## src/rtl/stream_arb2_pkg.sv

```systemverilog
// Shared constants for the two-source stream arbiter.
package stream_arb2_pkg;

  localparam int unsigned CNT_W_DEFAULT = 8;
  localparam int unsigned DATA_W        = 2;

  localparam logic SRC_A = 1'b0;
  localparam logic SRC_B = 1'b1;

endpackage : stream_arb2_pkg

```

## src/rtl/stream_arb2_sat_counter.sv

```systemverilog
// Saturating up-counter: counts enabled cycles and sticks at all-ones.
module sat_counter #(
  parameter int unsigned W = 8
) (
  input  logic         clk,
  input  logic         rst_n,
  input  logic         i_inc,
  output logic [W-1:0] o_count
);

  logic [W-1:0] r_count;
  logic         w_full;

  assign w_full  = (r_count == {W{1'b1}});
  assign o_count = r_count;

  // Increment on enable unless already saturated.
  always_ff @(posedge clk or negedge rst_n) begin
    if (!rst_n) begin
      r_count <= '0;
    end else if (i_inc && !w_full) begin
      r_count <= r_count + W'(1);
    end
  end

endmodule : sat_counter

```

## src/rtl/stream_arb2.sv

```systemverilog
// Two-source round-robin arbiter feeding a one-word output register.
module stream_arb2
  import stream_arb2_pkg::*;
#(
  parameter int unsigned CNT_W = CNT_W_DEFAULT
) (
  input  logic              clk,
  input  logic              rst_n,
  input  logic              a_valid,
  input  logic [DATA_W-1:0] a_data,
  output logic              a_ready,
  input  logic              b_valid,
  input  logic [DATA_W-1:0] b_data,
  output logic              b_ready,
  output logic              out_valid,
  output logic [DATA_W-1:0] out_data,
  input  logic              out_ready,
  output logic              sel,
  output logic [CNT_W-1:0]  cnt_a,
  output logic [CNT_W-1:0]  cnt_b
);

  logic              r_out_valid;
  logic [DATA_W-1:0] r_out_data;
  logic              r_sel;
  logic              r_prio;

  logic              w_load;
  logic              w_grant_a;
  logic              w_grant_b;
  logic              w_a_xfer;
  logic              w_b_xfer;

  // Output register may take a new word when empty or being drained.
  assign w_load = !r_out_valid || out_ready;

  // Single valid source wins outright; a tie goes to the preferred source.
  assign w_grant_a = a_valid && (!b_valid || (r_prio == SRC_A));
  assign w_grant_b = b_valid && (!a_valid || (r_prio == SRC_B));

  // rst_n gating keeps both readies low while reset is held.
  assign w_a_xfer = rst_n && w_load && w_grant_a;
  assign w_b_xfer = rst_n && w_load && w_grant_b;

  assign a_ready   = w_a_xfer;
  assign b_ready   = w_b_xfer;
  assign out_valid = r_out_valid;
  assign out_data  = r_out_data;
  assign sel       = r_sel;

  // Output register and priority pointer; prio always moves away from the winner.
  always_ff @(posedge clk or negedge rst_n) begin
    if (!rst_n) begin
      r_out_valid <= 1'b0;
      r_out_data  <= '0;
      r_sel       <= SRC_A;
      r_prio      <= SRC_A;
    end else if (w_a_xfer || w_b_xfer) begin
      r_out_valid <= 1'b1;
      r_out_data  <= w_b_xfer ? b_data : a_data;
      r_sel       <= w_b_xfer ? SRC_B : SRC_A;
      r_prio      <= w_b_xfer ? SRC_A : SRC_B;
    end else if (out_ready) begin
      r_out_valid <= 1'b0;
    end
  end

  sat_counter #(.W(CNT_W)) u_cnt_a (
    .clk     (clk),
    .rst_n   (rst_n),
    .i_inc   (w_a_xfer),
    .o_count (cnt_a)
  );

  sat_counter #(.W(CNT_W)) u_cnt_b (
    .clk     (clk),
    .rst_n   (rst_n),
    .i_inc   (w_b_xfer),
    .o_count (cnt_b)
  );

endmodule : stream_arb2
```

## config.mk

```make
export PLATFORM = sky130hd
export DESIGN_NAME = stream_arb2
export DESIGN_NICKNAME = d
export VERILOG_FILES = /design/src/rtl/stream_arb2_pkg.sv /design/src/rtl/stream_arb2_sat_counter.sv /design/src/rtl/stream_arb2.sv
export SDC_FILE = /design/constraint.sdc
export NUM_CORES = 1
export LEC_CHECK = 0
export ABC_CLOCK_PERIOD_IN_PS = 1700
export CORE_MARGIN = 4
export CORE_UTILIZATION = 45
export CTS_BUF_LIST = sky130_fd_sc_hd__clkbuf_4 sky130_fd_sc_hd__clkbuf_8 sky130_fd_sc_hd__clkbuf_16
export CTS_CLUSTER_DIAMETER = 200
export DETAILED_ROUTE_END_ITERATION = 6
export GPL_TIMING_DRIVEN = 0
export PLACE_DENSITY = 0.77
export SYNTH_ARGS = -nofsm -noshare
export SYNTH_HDL_FRONTEND = slang
export SYNTH_SLANG_ARGS = --single-unit
```

## constraint.sdc

```tcl
create_clock -name clk -period 1.7 [get_ports clk]
set_input_delay 0.34 -clock clk [delete_from_list [all_inputs] [get_ports clk]]
set_output_delay 0.34 -clock clk [all_outputs]
set_load 0.02 [all_outputs]
```

After elaboration in Yosys (flattened, before gate mapping). Cells that the tools add are included.

Add/sub/neg operators: 2. Eq/ne operators: 2. Divide/modulo/power cells: 0. Magnitude comparators: 0. Multiplexer cells: 5. Shift-type cells: 0. $mul: 0. Bitwise operators: 1. Reductions and logical operators: 17.

Operators by type and width (number): $add A8 B1 Y8 const B (2); $eq A8 B8 Y1 const B (2); $logic_and A1 B1 Y1 (7); $logic_not A1 Y1 (5); $logic_or A1 B1 Y1 (4); $mux W1 (4); $mux W2 (1); $reduce_bool A2 Y1 (1); $not A1 Y1 (1).

Word-level logic and storage cells: 33. Output and inout port bits: 22. Memories kept: 0. Input bits: 9. Latch bits: 0. Register bits after elaboration: 21. Bits in read-only memories: 0. Bits in writable memories: 0.

Depth between registers and ports, before layout. Gate-level depths: netlist (run 1).

Depth after elaboration: 6. Gate-level depth with buffers: 5. Mapped depth without buffers: 5.

Hierarchy. Synthesis (run 1) repeated with hierarchy kept, for this count alone.

Cell total of the unflattened synthesis: 93. Area total of the unflattened synthesis: 1019.7 µm².

Modules (own cells, without submodules): sat_counter (seq. area each 200.2 µm², instances 2, cells each 35, area an instance 390.4 µm²); stream_arb2 (seq. area each 125.1 µm², instances 1, cells each 23, area an instance 239.0 µm²).

Least setup slack after synthesis (run 1). No wires, ideal clock.

Path type: reg-to-reg. From: register u_cnt_b.r_count[0] (netlist: u_cnt_b.o_count[0]). To: register u_cnt_b.r_count[1] (netlist: u_cnt_b.o_count[1]). Stages on the path, launching flop included: 5. Clock period less this slack: 1613 ps. Required time: 1575 ps. Data arrival time: 1488 ps. Library setup time: 125 ps. Path slack: 87 ps. Buffers on the path: 0. Path through: dfrtp_1 > ha_1 > and3_1 > a21oi_1 > mux2_2.

Word-level cells in the longest chain between the ends: 3. Elaborated cells between the ends (all ways): 4. Classes of those cells: add/sub: 1; eq/ne: 1; reduce/logical: 2.

Ends and longest elaborated chain: from (decl) (RTL line stream_arb2_sat_counter.sv:11) `logic [W-1:0] r_count;`; from (signal assigned) (RTL line stream_arb2_sat_counter.sv:22) `r_count <= r_count + W'(1);`; branches (longest 3 deep; another with $add A8 B1 Y8).

Several ways; the timed one is not identified. A chain may end at the register's enable or synchronous reset.

Worst setup path after layout (run 1).
From: register r_sel (netlist: sel). To: output sel.

RTL lines: from (decl) (RTL line stream_arb2.sv:25) `logic r_sel;`; from (signal assigned) (RTL line stream_arb2.sv:61) `r_sel <= w_b_xfer ? SRC_B : SRC_A;`; to (decl) (RTL line stream_arb2.sv:18) `output logic sel,`.

No word-level cell between the ends.

==> flow_metrics.env, run 1 <==
export IMPL_grt_pass1_vias=872
export IMPL_ys_async_sr_fraction_pct=100
export IMPL_drc_errors=0
export IMPL_vdd_drop_max_v=0.000986
export IMPL_area_growth_pct=40.4
export IMPL_coreArea_um2=2210
export IMPL_antenna_found_initial=0
export IMPL_synth_edf_count=0
export IMPL_max_slew_margin_pct=81.2
export IMPL_io_pins=31
export IMPL_cp_slowest_stage_delay_ns=0.61
export IMPL_final_common_cell="dfrtp_1"
export IMPL_p_int_mw=1.15
export IMPL_syn_area_um2=1050
export IMPL_mostFrequentLayoutCells="dfrtp_1 (21), dlygate4sd2_1 (16), nand2_1 (12)"
export IMPL_path_clk_slew_ns=0.12
export IMPL_drive_gt1_share_pct=21.1
export IMPL_drt_total_wl_um=2300
export IMPL_grt_pass1_wl_um=3920
export IMPL_slowest_stage="clkdlybuf4s50_1"
export IMPL_grt_max_degree=24
export IMPL_place_gp_congestion=0.819
export IMPL_ys_seq_area_share_pct=49.9
export IMPL_viasPerCell=5.24
export IMPL_layout_min_cycle_time_ns=1.63
export IMPL_crit_arrival_ns=1.29
export IMPL_grt_usage_pct=15.6
export IMPL_clock_path_buffers=2
export IMPL_start_util_pct=47.6
export IMPL_skew_ns=0.00425
export IMPL_hpwl_um=1590
export IMPL_switching_power_uw=852
export IMPL_firstDrtPassIters=4
export IMPL_pwr_share_comb_pct=44.5
export IMPL_clkPwrFrac_pct=12.0
export IMPL_avgSynthCellArea_um2=10.3
export IMPL_die_w_um=56.4
export IMPL_hold_class="primary input to async pin"
export IMPL_switching_share_pct=42.5
export IMPL_final_core_util_pct=66.8
export IMPL_synth_cell_types=25
export IMPL_status="finished, final reports clean"
export IMPL_h_tree_depth=1
export IMPL_synth_seq_cells=21
export IMPL_powerDensity_nw_per_um2=1360
export IMPL_drtAntennaViolNets=0
export IMPL_hold_viol=0
export IMPL_path_class="flop to primary output"
export IMPL_total_power_mw=2.00
export IMPL_start_kind="flop"
export IMPL_drt_iter0_drc=13
export IMPL_final_area_um2=1480
export IMPL_wire_per_inst_um=13.5
export IMPL_clk_latency_ns=0.31
export IMPL_crit_buf_inv=1
export IMPL_multi_input_area_um2=505
export IMPL_cp_max_fo=2
export IMPL_place_ws_ns=-1.67
export IMPL_cts_tree="done"
export IMPL_setup_slack_ns=0.0712
export IMPL_fmax_mhz=614
export IMPL_min_period_over_period_pct=95.8
export IMPL_path_cells="clkdlybuf4s50_1"
export IMPL_grt_setup_unrepaired="false"
export IMPL_cts_made_buffers=3
export IMPL_seqPwrFrac_pct=43.5
export IMPL_n_antenna_cell=0
export IMPL_yosys_warnings=0
export IMPL_regArea_um2=526
export IMPL_rows=17
export IMPL_p_leak_nw=0.730
export IMPL_place_area_um2=1390
export IMPL_clock_sinks=21
export IMPL_cp_required_ns=1.36
export IMPL_port_buffers=30
export IMPL_gr_total_overflow=0
export IMPL_vias=891
export IMPL_setup_viol=0
export IMPL_cp_top_family="buffers and inverters"
export IMPL_worst_pin_slew_ns=0.279
export IMPL_dieArea_um2=3180
export IMPL_cts_root_buf="clkbuf_4"
export IMPL_worstSetupEndpointType="primary output"
export IMPL_synth_cells=102
export IMPL_synth_nets=113
export IMPL_maxSlewViolCount=0
export IMPL_die_h_um=56.4
export IMPL_maxCapViolCount=0
export IMPL_fillCellCount=193
export IMPL_final_nets=154
export IMPL_ys_flop_type="dfrtp_1"
## cells in the mapped netlist, types with 2 or more instances
cell	count	area, um^2
a21oi_1	7	35.0
a31oi_1	5	31.3
and3_1	2	12.5
dfrtp_1	21	526
ha_1	2	25.0
inv_1	6	22.5
mux2_2	7	78.8
nand2_1	12	45.0
nand3_1	6	30.0
nand4_1	4	25.0
nor2_1	11	41.3
nor3_1	2	10.0
nor4_2	2	25.0
xor2_1	4	35.0
## power by group through the flow
stage,clock network (mW),registers [mW],logic (mW)
5_1_grt,0.276,0.913,0.975
6_report,0.241,0.871,0.891
3_3_place_gp,0,0.872,0.936
3_5_place_dp,0,0.883,0.958
2_1_floorplan,0,1.05,0.326
4_1_cts,0.257,0.872,0.891
## path summary, 6_finish.rpt
check	startpoint	end	slack [ns]	cells after the start
worst max-delay path	sel	sel	0.07	1
worst min-delay path	rst_n	sel	0.01	2
worst max register to register	u_cnt_b.o_count[0]	u_cnt_b.o_count[1]	0.08	4
worst min register to register	sel	sel	0.51	2
max in group asynchronous	rst_n	u_cnt_a.o_count[0]	1.55	2
min in group clk	out_ready	out_valid	0.40	3
## state kept, by name (all words and copies together) (netlist names)
register	cells
out_data	2
out_valid	1
r_prio	1
sel	1
u_cnt_a.o_count	8
u_cnt_b.o_count	8
## layer usage
metal	vias up	part of all wire, %	track usage, %	wire (um)
met4	0	2.2	7.80	51
met5	-	0	0	0
li1	441	-	-	-
met1	418	44	20.3	1010
met3	5	5.1	3.45	117
met2	27	49	24.2	1120
## repair_timing
action / CTS / global route
gates resized for setup: 35 / 7
endpoints found under the setup margin: 38 / 6
setup buffers: 3 / 2
hold endpoints to repair: 0 / 21
hold buffers: 0 / 1
## kinds of logic after synthesis
| logic type | Yosys count | synth area share, % |
|---|---|---|
| AOI/OAI and AO/OA | 15 | 9.99 |
| xor gates and xnor gates | 5 | 4.16 |
| adders and majority gates | 2 | 2.38 |
| buffers and inverters | 8 | 3.57 |
| DFF | 21 | 49.9 |
| muxes | 7 | 7.49 |
| and+or+nand+nor | 44 | 22.5 |
## final cells by class
class,count,share of cell area [%]
repair buffers,36,23.1
clock buffers,3,1.52
clock inverters,1,0.339
inverters,7,2.12
well taps,28,2.37
multi-input cells,73,34.2
plain buffers,1,0.762
flip-flops and latches,21,35.6
## metrics by stage
step / setup TNS [ns] / cells / hold slack (ns)
CTS: 0 / 167 / 0.00514
global placement: -22.35 / 160 / 0.457
global route: 0 / 170 / 0.00382
floorplan: 0 / 102 / 0.0444
finish: 0 / 170 / 0.0148
detailed placement: -22.59 / 160 / 0.489
Note: power is estimated with default switching activity, not from simulation.
==> run 2, diff against run 1 <==
--- a/config.mk
+++ b/config.mk
@@ -13,6 +13,8 @@
 export DETAILED_ROUTE_END_ITERATION = 6
 export GPL_TIMING_DRIVEN = 0
 export PLACE_DENSITY = 0.77
+export SETUP_SLACK_MARGIN = 0.4
+export SLEW_MARGIN = 5
 export SYNTH_ARGS = -nofsm -noshare
 export SYNTH_HDL_FRONTEND = slang
 export SYNTH_SLANG_ARGS = --single-unit
==> flow_metrics.env, run 2 (synthesized netlist as in run 1, its figures left out) <==
export IMPL_port_buffers=30
export IMPL_min_period_over_period_pct=89.3
export IMPL_skew_ns=0.00851
export IMPL_coreArea_um2=2210
export IMPL_firstDrtPassIters=4
export IMPL_path_class="flop to primary output"
export IMPL_worstSetupEndpointType="primary output"
export IMPL_rows=17
export IMPL_layout_min_cycle_time_ns=1.52
export IMPL_clock_path_buffers=2
export IMPL_drt_total_wl_um=2980
export IMPL_grt_pass1_vias=1059
export IMPL_hpwl_um=1690
export IMPL_start_util_pct=47.6
export IMPL_rr_endpoint="u_cnt_b.o_count[1]"
export IMPL_fillCellCount=131
export IMPL_crit_arrival_ns=1.18
export IMPL_final_common_cell="buf_4"
export IMPL_die_w_um=56.4
export IMPL_regArea_um2=543
export IMPL_cts_tree="done"
export IMPL_viasPerCell=5.27
export IMPL_setup_viol=0
export IMPL_h_tree_depth=1
export IMPL_gr_total_overflow=0
export IMPL_vdd_drop_max_v=0.00113
export IMPL_vias=1018
export IMPL_io_pins=31
export IMPL_slowest_stage="dfrtp_1"
export IMPL_grt_usage_pct=19.7
export IMPL_cp_required_ns=1.36
export IMPL_antenna_found_initial=0
export IMPL_maxSlewViolCount=0
export IMPL_r2r_start="out_valid"
export IMPL_clock_sinks=21
export IMPL_status="finished, final reports clean"
export IMPL_multi_input_area_um2=653
export IMPL_path_cells="o2111ai_4 > inv_2 > buf_6"
export IMPL_drt_iter0_drc=34
export IMPL_max_slew_margin_pct=37.5
export IMPL_cp_slowest_stage_delay_ns=0.45
export IMPL_grt_setup_unrepaired="true"
export IMPL_n_antenna_cell=0
export IMPL_drive_gt1_share_pct=62.4
export IMPL_total_power_mw=2.62
export IMPL_area_growth_pct=71.3
export IMPL_cp_max_fo=3
export IMPL_worst_pin_slew_ns=0.937
export IMPL_wire_per_inst_um=15.5
export IMPL_fmax_mhz=659
export IMPL_grt_max_degree=22
export IMPL_hold_viol=0
export IMPL_r2r_cells=6
export IMPL_place_gp_congestion=0.786
export IMPL_path_clk_slew_ns=0.12
export IMPL_grt_pass1_wl_um=4980
export IMPL_cts_root_buf="clkbuf_4"
export IMPL_mostFrequentLayoutCells="buf_4 (27), buf_6 (17), dfrtp_2 (14)"
export IMPL_p_leak_nw=0.813
export IMPL_drc_errors=0
export IMPL_drtAntennaViolNets=0
export IMPL_hold_class="primary input to async pin"
export IMPL_start_kind="flop"
export IMPL_rrSetupSlack_ns=0.20
export IMPL_cts_made_buffers=3
export IMPL_die_h_um=56.4
export IMPL_clk_latency_ns=0.30
export IMPL_final_nets=177
export IMPL_maxCapViolCount=0
export IMPL_powerDensity_nw_per_um2=1450
export IMPL_whs_ns=0.384
export IMPL_dieArea_um2=3180
==> run 2: cell count changes in the layout (fill, tap and decap cells not counted), sizes merged <==
cell,delta
buf,+42
clkdlybuf4s50,-3
dlygate4sd2,-13
dlymetal6s2s,-4
dlymetal6s4s,+1
==> run 2: critical path, delay by kind of cell (launching register included) <==
kind	cells	cell delay [ns]
flip-flops	1	0.45
AO/OA/AOI/OAI	1	0.23
buffers and inverters	2	0.20
==> run 2: what timing repair did <==
item	in CTS	in global routing
pin swaps	3	4
hold buffers	1	0
gates resized for setup	106	40
setup buffers	24	4
setup endpoints to repair	64	52
hold endpoints to repair	21	0
==> run 2: worst max-delay path by stage <==
stage | startpoint | end | cells after the start
after floorplan | u_cnt_b.o_count[0] | u_cnt_b.o_count[1] | 4
after global placement | rst_n | a_ready | 4
after detailed placement | rst_n | a_ready | 4
after CTS | out_valid | a_ready | 4
after global routing | r_prio | b_ready | 3
final | r_prio | b_ready | 3
==> run 2: area by class of cell <==
cell class                 instances  share of cell area (%)
multi-input combinational         73                    36.2
timing repair buffer              59                    27.8
sequential                        21                    30.1
buffer                             1                   0.625
inverter                           7                    1.73
clock inverter                     1                   0.278
clock buffer                       3                    1.25
tap                               28                    1.94
==> run 2: where the power goes <==
part	switching (mW)	internal, mW
Combinational	0.709	0.761
Clock	0.152	0.0876
Sequential	0.219	0.692
==> run 2: routing by layer <==
| layer | GRT usage, % | wire length, um |
|---|---|---|
| met1 | 25.0 | 1270 |
| met2 | 34.4 | 1570 |
| met3 | 3.45 | 130 |
| met4 | 5.42 | 19 |
| met5 | 0 | 0 |
==> run 2: per-stage QoR <==
stage	utilization (%)	cell area, um^2	cells	TNS [ns]	setup WS (ns)
global placement	68.2	1510	160	-20.51	-1.46
detailed placement	68.2	1510	160	-22.07	-1.49
finish	81.5	1800	193	0	0.182
floorplan	-	1170	102	0	0.271
CTS	75.3	1670	189	0	0.165
global route	81.5	1800	193	0	0.104
==> run 3, diff against run 2 <==
--- a/config.mk
+++ b/config.mk
@@ -6,6 +6,7 @@
 export NUM_CORES = 1
 export LEC_CHECK = 0
 export ABC_CLOCK_PERIOD_IN_PS = 1700
+export CAP_MARGIN = 20
 export CORE_MARGIN = 4
 export CORE_UTILIZATION = 45
 export CTS_BUF_LIST = sky130_fd_sc_hd__clkbuf_4 sky130_fd_sc_hd__clkbuf_8 sky130_fd_sc_hd__clkbuf_16
==> flow_metrics.env, run 3 (synthesized netlist as in run 1, its figures left out) <==
export IMPL_maxSlewViolCount=0
export IMPL_grt_pass1_vias=1059
export IMPL_dieArea_um2=3180
export IMPL_clock_sinks=21
export IMPL_crit_arrival_ns=1.76
export IMPL_drt_total_wl_um=3480
export IMPL_start_kind="flop"
export IMPL_firstDrtPassIters=4
export IMPL_path_clk_slew_ns=0.13
export IMPL_p_leak_nw=0.851
export IMPL_coreArea_um2=2210
export IMPL_place_gp_congestion=0.786
export IMPL_max_slew_margin_pct=63.3
export IMPL_skew_ns=0.0133
export IMPL_grt_max_degree=22
export IMPL_io_pins=31
export IMPL_drc_errors=0
export IMPL_total_power_mw=2.72
export IMPL_layout_min_cycle_time_ns=1.55
export IMPL_fmax_mhz=645
export IMPL_h_tree_depth=1
export IMPL_drive_gt1_share_pct=64.3
export IMPL_final_cells=199
export IMPL_cp_max_fo=3
export IMPL_hold_class="primary input to async pin"
export IMPL_cts_root_buf="clkbuf_4"
export IMPL_rows=17
export IMPL_final_core_util_pct=85.1
export IMPL_vdd_drop_max_v=0.00118
export IMPL_wire_per_inst_um=17.5
export IMPL_antenna_found_initial=0
export IMPL_powerDensity_nw_per_um2=1440
export IMPL_cts_tree="done"
export IMPL_final_nets=183
export IMPL_clk_latency_ns=0.31
export IMPL_n_antenna_cell=0
export IMPL_grt_pass1_wl_um=4980
export IMPL_grt_usage_pct=19.7
export IMPL_cts_made_buffers=3
export IMPL_cp_required_ns=1.91
export IMPL_mostFrequentLayoutCells="buf_4 (30), buf_6 (17), dfrtp_2 (14)"
export IMPL_worst_pin_slew_ns=0.544
export IMPL_clock_path_buffers=2
export IMPL_final_common_cell="buf_4"
export IMPL_vias=1082
export IMPL_path_class="flop to flop"
export IMPL_port_buffers=30
export IMPL_start_util_pct=47.6
export IMPL_hpwl_um=1690
export IMPL_maxCapViolCount=0
export IMPL_viasPerCell=5.44
export IMPL_die_h_um=56.4
export IMPL_die_w_um=56.4
export IMPL_min_period_over_period_pct=91.2
export IMPL_drtAntennaViolNets=0
export IMPL_worstSetupEndpointType="flop"
export IMPL_status="finished, final reports clean"
export IMPL_area_growth_pct=78.8
export IMPL_gr_total_overflow=0
export IMPL_dp_cells=160
export IMPL_grt_setup_unrepaired="true"
export IMPL_setup_viol=0
export IMPL_drt_iter0_drc=33
export IMPL_hold_viol=0
## run 3: cell type report
type	count	area, um^2
Clock buffer	3	22.5
Tap cell	28	35.0
Fill cell	115	330
Timing Repair Buffer	65	562
Multi-Input combinational cell	73	672
Sequential cell	21	543
Inverter	7	31.3
Buffer	1	11.3
Clock inverter	1	5.00
## run 3: final timing paths
kind / start / endpoint / slack, ns / cells after the start
setup / recovery: out_valid / u_cnt_b.o_count[1] / 0.15 / 6
setup reg to reg: out_valid / u_cnt_b.o_count[1] / 0.15 / 6
hold reg to reg: sel / sel / 0.49 / 2
min in group clk: sel / sel / 0.49 / 2
hold / removal: rst_n / sel / 0.44 / 2
max in group asynchronous: rst_n / u_cnt_a.o_count[3] / 0.87 / 3
## run 3: metal layers
metal,GRT usage (%),share of wire (%)
met2,34.4,53
met3,3.45,4.6
met4,5.42,1.8
met5,0,0
met1,25.0,40
## run 3: per-stage QoR
stage / setup slack, ns / hold slack (ns) / setup TNS [ns] / instance area, um^2
after CTS: 0.165 / 0.487 / 0 / 1670
after global placement: -1.46 / 0.459 / -20.51 / 1510
after floorplan: 0.271 / 0.0444 / 0 / 1170
after detailed placement: -1.49 / 0.482 / -22.07 / 1510
after global routing: 0.0928 / 0.425 / 0 / 1880
final: 0.150 / 0.441 / 0 / 1880
## run 3: timing repair
action | CTS | global route
gates cloned | 0 | 0
hold endpoints to repair | 21 | 0
setup buffers | 24 | 9
hold buffers | 1 | 0
gates resized for setup | 106 | 44
pin swaps | 3 | 8
endpoints found under the setup margin | 64 | 31
## run 3: critical path, cell delays in order, from the launching register on
cell	delay, ns
dfrtp_2	0.44
nand2b_4	0.11
o2111ai_4	0.12
buf_4	0.16
buf_4	0.13
a21oi_4	0.15
mux2_2	0.35
## run 3: power breakdown
part | total, mW | internal, mW | switching, mW
Combinational | 1.55 | 0.794 | 0.756
Clock | 0.245 | 0.0876 | 0.157
Sequential | 0.921 | 0.692 | 0.229
Total | 2.72 | 1.57 | 1.14
